<file path="src/rtl/dl_enc_pkg.sv">
// Shared widths and types for the 32-to-5 pending encoder and its helpers.
// No logic, types only.
// Not applicable: no handshake lives here.
package dl_enc_pkg;
    localparam int ENC_IDX_W = 5;
    localparam int ENC_VEC_W = 32;

    typedef logic [ENC_IDX_W-1:0] enc_idx_t;
    typedef logic [ENC_VEC_W-1:0] enc_vec_t;
endpackage

</file>
<file path="src/rtl/dl_decoder_5p32p.sv">
// 5-to-32 one-hot decoder.
// Latency: combinational.
// Backpressure: none, pure function of the index.
module dl_decoder_5p32p
    import dl_enc_pkg::*;
(
    input  enc_idx_t idx_i,
    output enc_vec_t onehot_o
);
    assign onehot_o = enc_vec_t'(1) << idx_i;
endmodule

</file>
<file path="src/rtl/dl_prienc_32p5p.sv">
// 32-to-5 priority encoder: lowest set bit wins, plus an any-set flag.
// Latency: combinational.
// Backpressure: none, pure function of the vector.
module dl_prienc_32p5p
    import dl_enc_pkg::*;
(
    input  enc_vec_t vec_i,
    output enc_idx_t idx_o,
    output logic     any_o
);
    // Scan from the top down so the lowest set bit is the last one written.
    always_comb begin
        idx_o = '0;
        any_o = |vec_i;
        for (int i = ENC_VEC_W - 1; i >= 0; i--) begin
            if (vec_i[i]) begin
                idx_o = enc_idx_t'(i);
            end
        end
    end
endmodule

</file>
<file path="src/rtl/dl_pend_encoder_32p5p.sv">
// Collects 32 request pulses into a pending set and emits them as a 5-bit index stream, lowest first.
// Latency: set_i to valid_o is two cycles when the output stage is free or being accepted.
// Backpressure: idx_o holds while ready_i is low; pending keeps collecting, duplicates merge.
module dl_pend_encoder_32p5p
    import dl_enc_pkg::*;
(
    input  logic                 clk,
    input  logic                 rst,
    input  logic [ENC_VEC_W-1:0] set_i,
    input  logic                 flush_i,
    output logic [ENC_IDX_W-1:0] idx_o,
    output logic [ENC_VEC_W-1:0] onehot_o,
    output logic                 valid_o,
    input  logic                 ready_i,
    output logic [ENC_VEC_W-1:0] pending_o,
    output logic                 busy_o
);
    enc_vec_t pending_q, pending_d;
    enc_idx_t idx_q, idx_d;
    logic     valid_q, valid_d;

    enc_idx_t pick_idx;
    logic     pick_any;
    enc_vec_t pick_dec;
    enc_vec_t pick_mask;
    enc_vec_t out_dec;
    logic     load;

    dl_prienc_32p5p u_prienc (
        .vec_i (pending_q),
        .idx_o (pick_idx),
        .any_o (pick_any)
    );

    dl_decoder_5p32p u_pick_dec (
        .idx_i    (pick_idx),
        .onehot_o (pick_dec)
    );

    dl_decoder_5p32p u_out_dec (
        .idx_i    (idx_q),
        .onehot_o (out_dec)
    );

    assign pick_mask = pick_dec & {ENC_VEC_W{pick_any}};
    assign load      = !valid_q || ready_i;

    // Next-state: flush wins over load; a same-cycle set re-marks a bit being moved out.
    always_comb begin
        pending_d = pending_q;
        valid_d   = valid_q;
        idx_d     = idx_q;
        if (flush_i) begin
            pending_d = set_i;
            valid_d   = 1'b0;
        end else begin
            if (load) begin
                valid_d = pick_any;
                if (pick_any) begin
                    idx_d = pick_idx;
                end
            end
            pending_d = (pending_q & ~(load ? pick_mask : '0)) | set_i;
        end
    end

    // State registers, cleared asynchronously so a held index is dropped without acceptance.
    always_ff @(posedge clk or posedge rst) begin
        if (rst) begin
            pending_q <= '0;
            valid_q   <= 1'b0;
            idx_q     <= '0;
        end else begin
            pending_q <= pending_d;
            valid_q   <= valid_d;
            idx_q     <= idx_d;
        end
    end

    assign idx_o     = idx_q;
    assign valid_o   = valid_q;
    assign onehot_o  = out_dec & {ENC_VEC_W{valid_q}};
    assign pending_o = pending_q;
    assign busy_o    = valid_q || (pending_q != '0);
endmodule

</file>
<file path="config.mk">
export PLATFORM = sky130hd
export DESIGN_NAME = dl_pend_encoder_32p5p
export DESIGN_NICKNAME = d
export VERILOG_FILES = /design/src/rtl/dl_enc_pkg.sv /design/src/rtl/dl_decoder_5p32p.sv /design/src/rtl/dl_prienc_32p5p.sv /design/src/rtl/dl_pend_encoder_32p5p.sv
export SDC_FILE = /design/constraint.sdc
export NUM_CORES = 1
export LEC_CHECK = 0
export ABC_AREA = 1
export CAP_MARGIN = 15
export CORE_MARGIN = 5
export CORE_UTILIZATION = 47
export DETAILED_ROUTE_END_ITERATION = 10
export PLACE_DENSITY = 0.81
export SYNTH_ARGS = -nofsm -noshare
export SYNTH_HDL_FRONTEND = slang
export SYNTH_HIERARCHICAL = 1
export SYNTH_SLANG_ARGS = --single-unit
</file>
<file path="constraint.sdc">
create_clock -name clk -period 3.6 [get_ports clk]
set_input_delay 0.72 -clock clk [delete_from_list [all_inputs] [get_ports clk]]
set_output_delay 0.72 -clock clk [all_outputs]
set_load 0.02 [all_outputs]
</file>
==> run_results.csv <==
group,metric,value,unit
status,outcome,"completed",
synthesis,postSynthAreaPerCell,6.14,µm²
cts,post_cts_resize_count,0,
sta,timing.final.crit_share,83.9,%
cells_and_area,final-seq-area,951,µm²
global_routing,grt_max_degree,39,
route,detailedRoute.firstIterationViolations,176,
synthesis,synth.net_count,571,
hold_path,hold_critical_path_endpoint,"pending_o[23]",
synthesis,synth_fa_ha_area_share,0,%
synthesis,synth_simple_gate_area_share,48.3,%
synthesis,compound_cell_area_share_of_the_yosys_netlist,2.10,%
cells_and_area,num-nets-final,667,
floorplanning,rows,30,
global_routing,antenna_found_initial,0,
route,antenna_violating_nets_post_route,0,
sta,fin_worst_hold_slack,0.578,ns
synthesis,synth_top_area_cell,"dfrtp_1",
sta,grt_setup_unrepaired,"false",
setup_path,path_max_fanout,5,
sta,setup-tns-final,0,ns
floorplanning,core-area,6790,µm²
sta,timing.max_slew.rel_slack,57.4,%
route,wire_per_inst,12.9,µm
setup_path,cp.required,3.79,ns
hold_path,hp-class,"reg -> reg",
global_routing,grt_pass1_vias,3187,
synthesis,ys_seq_area_share,29.0,%
global_routing,grt.met2_usage,34.8,%
setup_path,criticalPathCategory,"reg -> reg",
synthesis,post_synth_num_cell_types,28,
cells_and_area,layout.cell_area.non_filler,4440,µm²
setup_path,source_of_the_worst_register_to_register_timing_path,"pending_o[30]",
power_and_ir_drop,totalPowerFinal,1.14,mW
route,postRouteWirelength,9360,µm
sta,maxClockFrequency,331,MHz
cts,cts_made_buffers,5,
route,vias_per_cell,4.80,
synthesis,synth.cell_area,3280,µm²
sta,skew,0.00845,ns
sta,layout_setup_ws,0.580,ns
placement,place.detailed.hpwl,7420,µm
placement,place_congestion,0.879,
cts,number_of_h_tree_levels,2,
setup_path,timing.reg2reg.worst_path_depth,20,
global_routing,grt_util_met1,29.6,%
sta,timing.final.max_slew_violations,0,
synthesis,yosys.area.top_type_share,29.0,%
cts,insertion_delay,0.29,ns
placement,area_after_dpl,4350,µm²
sta,worst_pin_slew,0.638,ns
synthesis,synth.area.top_cells,"dfrtp_1, nand2_1, inv_1, nor2_1, nand3_1",
cts,clk_pin_slew,0.08,ns
sta,finalSetupViolations,0,
cells_and_area,area_delta_synth_final,35.3,%
floorplanning,boundaryPins,107,
cts,post-cts-setup-buffer-count,0,
global_routing,gr-max-usage-layer,"met2",
cells_and_area,layout.filler_cells,649,
hold_path,hold_path_depth,2,
floorplanning,die-height,93.6,µm
synthesis,synth_xor_area_share,0,%
global_routing,gr-total-overflow,0,
synthesis,yosysWarnings,6,
synthesis,largest_family_of_logic_cells_by_synthesized_area,"simple AND/OR/NAND/NOR gates",
sta,finalCriticalPeriod,3.02,ns
cells_and_area,layout_commonest_cell,"nand2_1",
power_and_ir_drop,total_power_per_unit_cell_area,257,nW/µm²
floorplanning,start_util,48.3,%
global_routing,global_route.usage.total,21.4,%
sta,hold_viol_final,0,
setup_path,crit_path_end_kind,"register",
cells_and_area,final_layout_size_suffix_gt1_share,10.4,%
setup_path,reg2reg_to,"pending_o[11]",
cts,cts-root-to-sink-buffers,2,
global_routing,grt_util_met3,3.62,%
power_and_ir_drop,max-vdd-ir-drop,0.185,mV
cells_and_area,multiInputGateArea,1660,µm²
cts,cts_sinks,38,
placement,placement.io_buffers,106,
cells_and_area,antenna_cells_inserted,0,
route,firstDrtPassIters,5,
hold_path,worst_hold_startpoint,"pending_o[23]",
setup_path,reg2reg_setup_slack,0.58,ns
route,drt_drc_violations_left,0,
placement,post-place-ws,0.662,ns
synthesis,synthesis.instances,535,
synthesis,synth-seq-cells,38,
floorplanning,dieArea,8760,µm²
cts,ctsRootBufferMaster,"clkbuf_8",
floorplanning,die_x_extent,93.6,µm
route,vias,3498,
flow_run,drv.max_cap_violation_count,0,
setup_path,cp-start-kind,"register",
power_and_ir_drop,leakage_power_figure,2.34,nW
cells_and_area,commonest_non_fill_non_tap_cells_in_the_layout,"nand2_1, clkdlybuf4s50_1, inv_1",
global_routing,grt_first_pass_wirelength,15200,µm
synthesis,muxShareOfSynthArea,0,%
cts,cts_hold_buf,0,
cts,cts_tree,"built",
setup_path,cp.arrival,3.21,ns
-- per-stage QoR --
stage	std cells	utilization, %
after global placement	720	64.0
after floorplan	535	-
final	728	65.4
after detailed placement	720	64.0
after CTS	728	65.4
after global routing	728	65.4
-- worst max path at each step --
stage	startpoint	endpoint	slack [ns]	cells after the start
after floorplan	pending_o[30]	pending_o[25]	0.92	39
after global placement	pending_o[30]	pending_o[1]	0.66	38
after detailed placement	pending_o[30]	pending_o[1]	0.66	38
after CTS	idx_o[4]	onehot_o[22]	0.63	5
after global routing	pending_o[30]	pending_o[5]	0.13	36
final	pending_o[30]	pending_o[11]	0.58	20
-- worst max-delay path, cell delays in order (launching register included) --
cell      delay (ns)
dfrtp_1         0.41
nor2_1          0.07
inv_1           0.07
a311oi_1        0.10
o31ai_1         0.25
o21ai_1         0.11
nand2_1         0.08
nand2_1         0.07
nand2_1         0.06
nand2_1         0.05
nand2_1         0.06
nand2_1         0.06
nand2_1         0.07
a21oi_1         0.07
a211oi_2        0.51
buf_4           0.27
nand4_1         0.22
nor2_1          0.17
nand2_1         0.07
nand3_1         0.10
nand2_1         0.06
-- synthesized netlist by cell type --
cell	instances
nor2_1	90
bufinv_8	2
a311oi_1	1
inv_2	9
nor2_8	4
nand2_2	10
nand2_1	147
o31ai_1	1
nor4_1	2
a21oi_2	1
inv_1	102
a21oi_1	2
nand3_2	12
clkbuf_1	4
nor2_4	4
buf_6	8
nor3_1	10
nand4_1	8
buf_2	8
dfrtp_1	38
a211oi_1	1
a21boi_0	1
a31oi_1	1
o21ai_1	1
o21bai_1	1
nand3_1	55
buf_4	6
inv_4	6
-- registers in the layout, summed over array words and instances (netlist names) --
name	count
pending_o	32
idx_o	5
valid_o	1
-- logic make-up (layout without fill, tap and decap cells) --
group	count (synthesis)	count (layout)
and+or+nand+nor	342	342
AOI/OAI and AO/OA	10	10
buffers and inverters	145	242
DFF	38	38
-- report_power, final --
part	leakage [nW]	internal, mW	switching [mW]	total (mW)
clock network	0.0472	0.154	0.163	0.317
logic	1.86	0.148	0.170	0.318
registers	0.425	0.454	0.0527	0.507
-- per-layer routing --
layer | routed length, µm | vias up
li1 | - | 1782
met2 | 4300 | 145
met5 | 0 | -
met1 | 4230 | 1557
met3 | 665 | 14
met4 | 166 | 0
-- cell type report --
cell class	count	share of cell area [%]
clock inverter	2	0.282
timing repair buffer	115	25.4
clock buffer	6	1.86
multi-input combinational	352	37.3
tap	96	2.70
sequential	38	21.4
inverter	119	11.0
(Power assumes the default switching activity.)
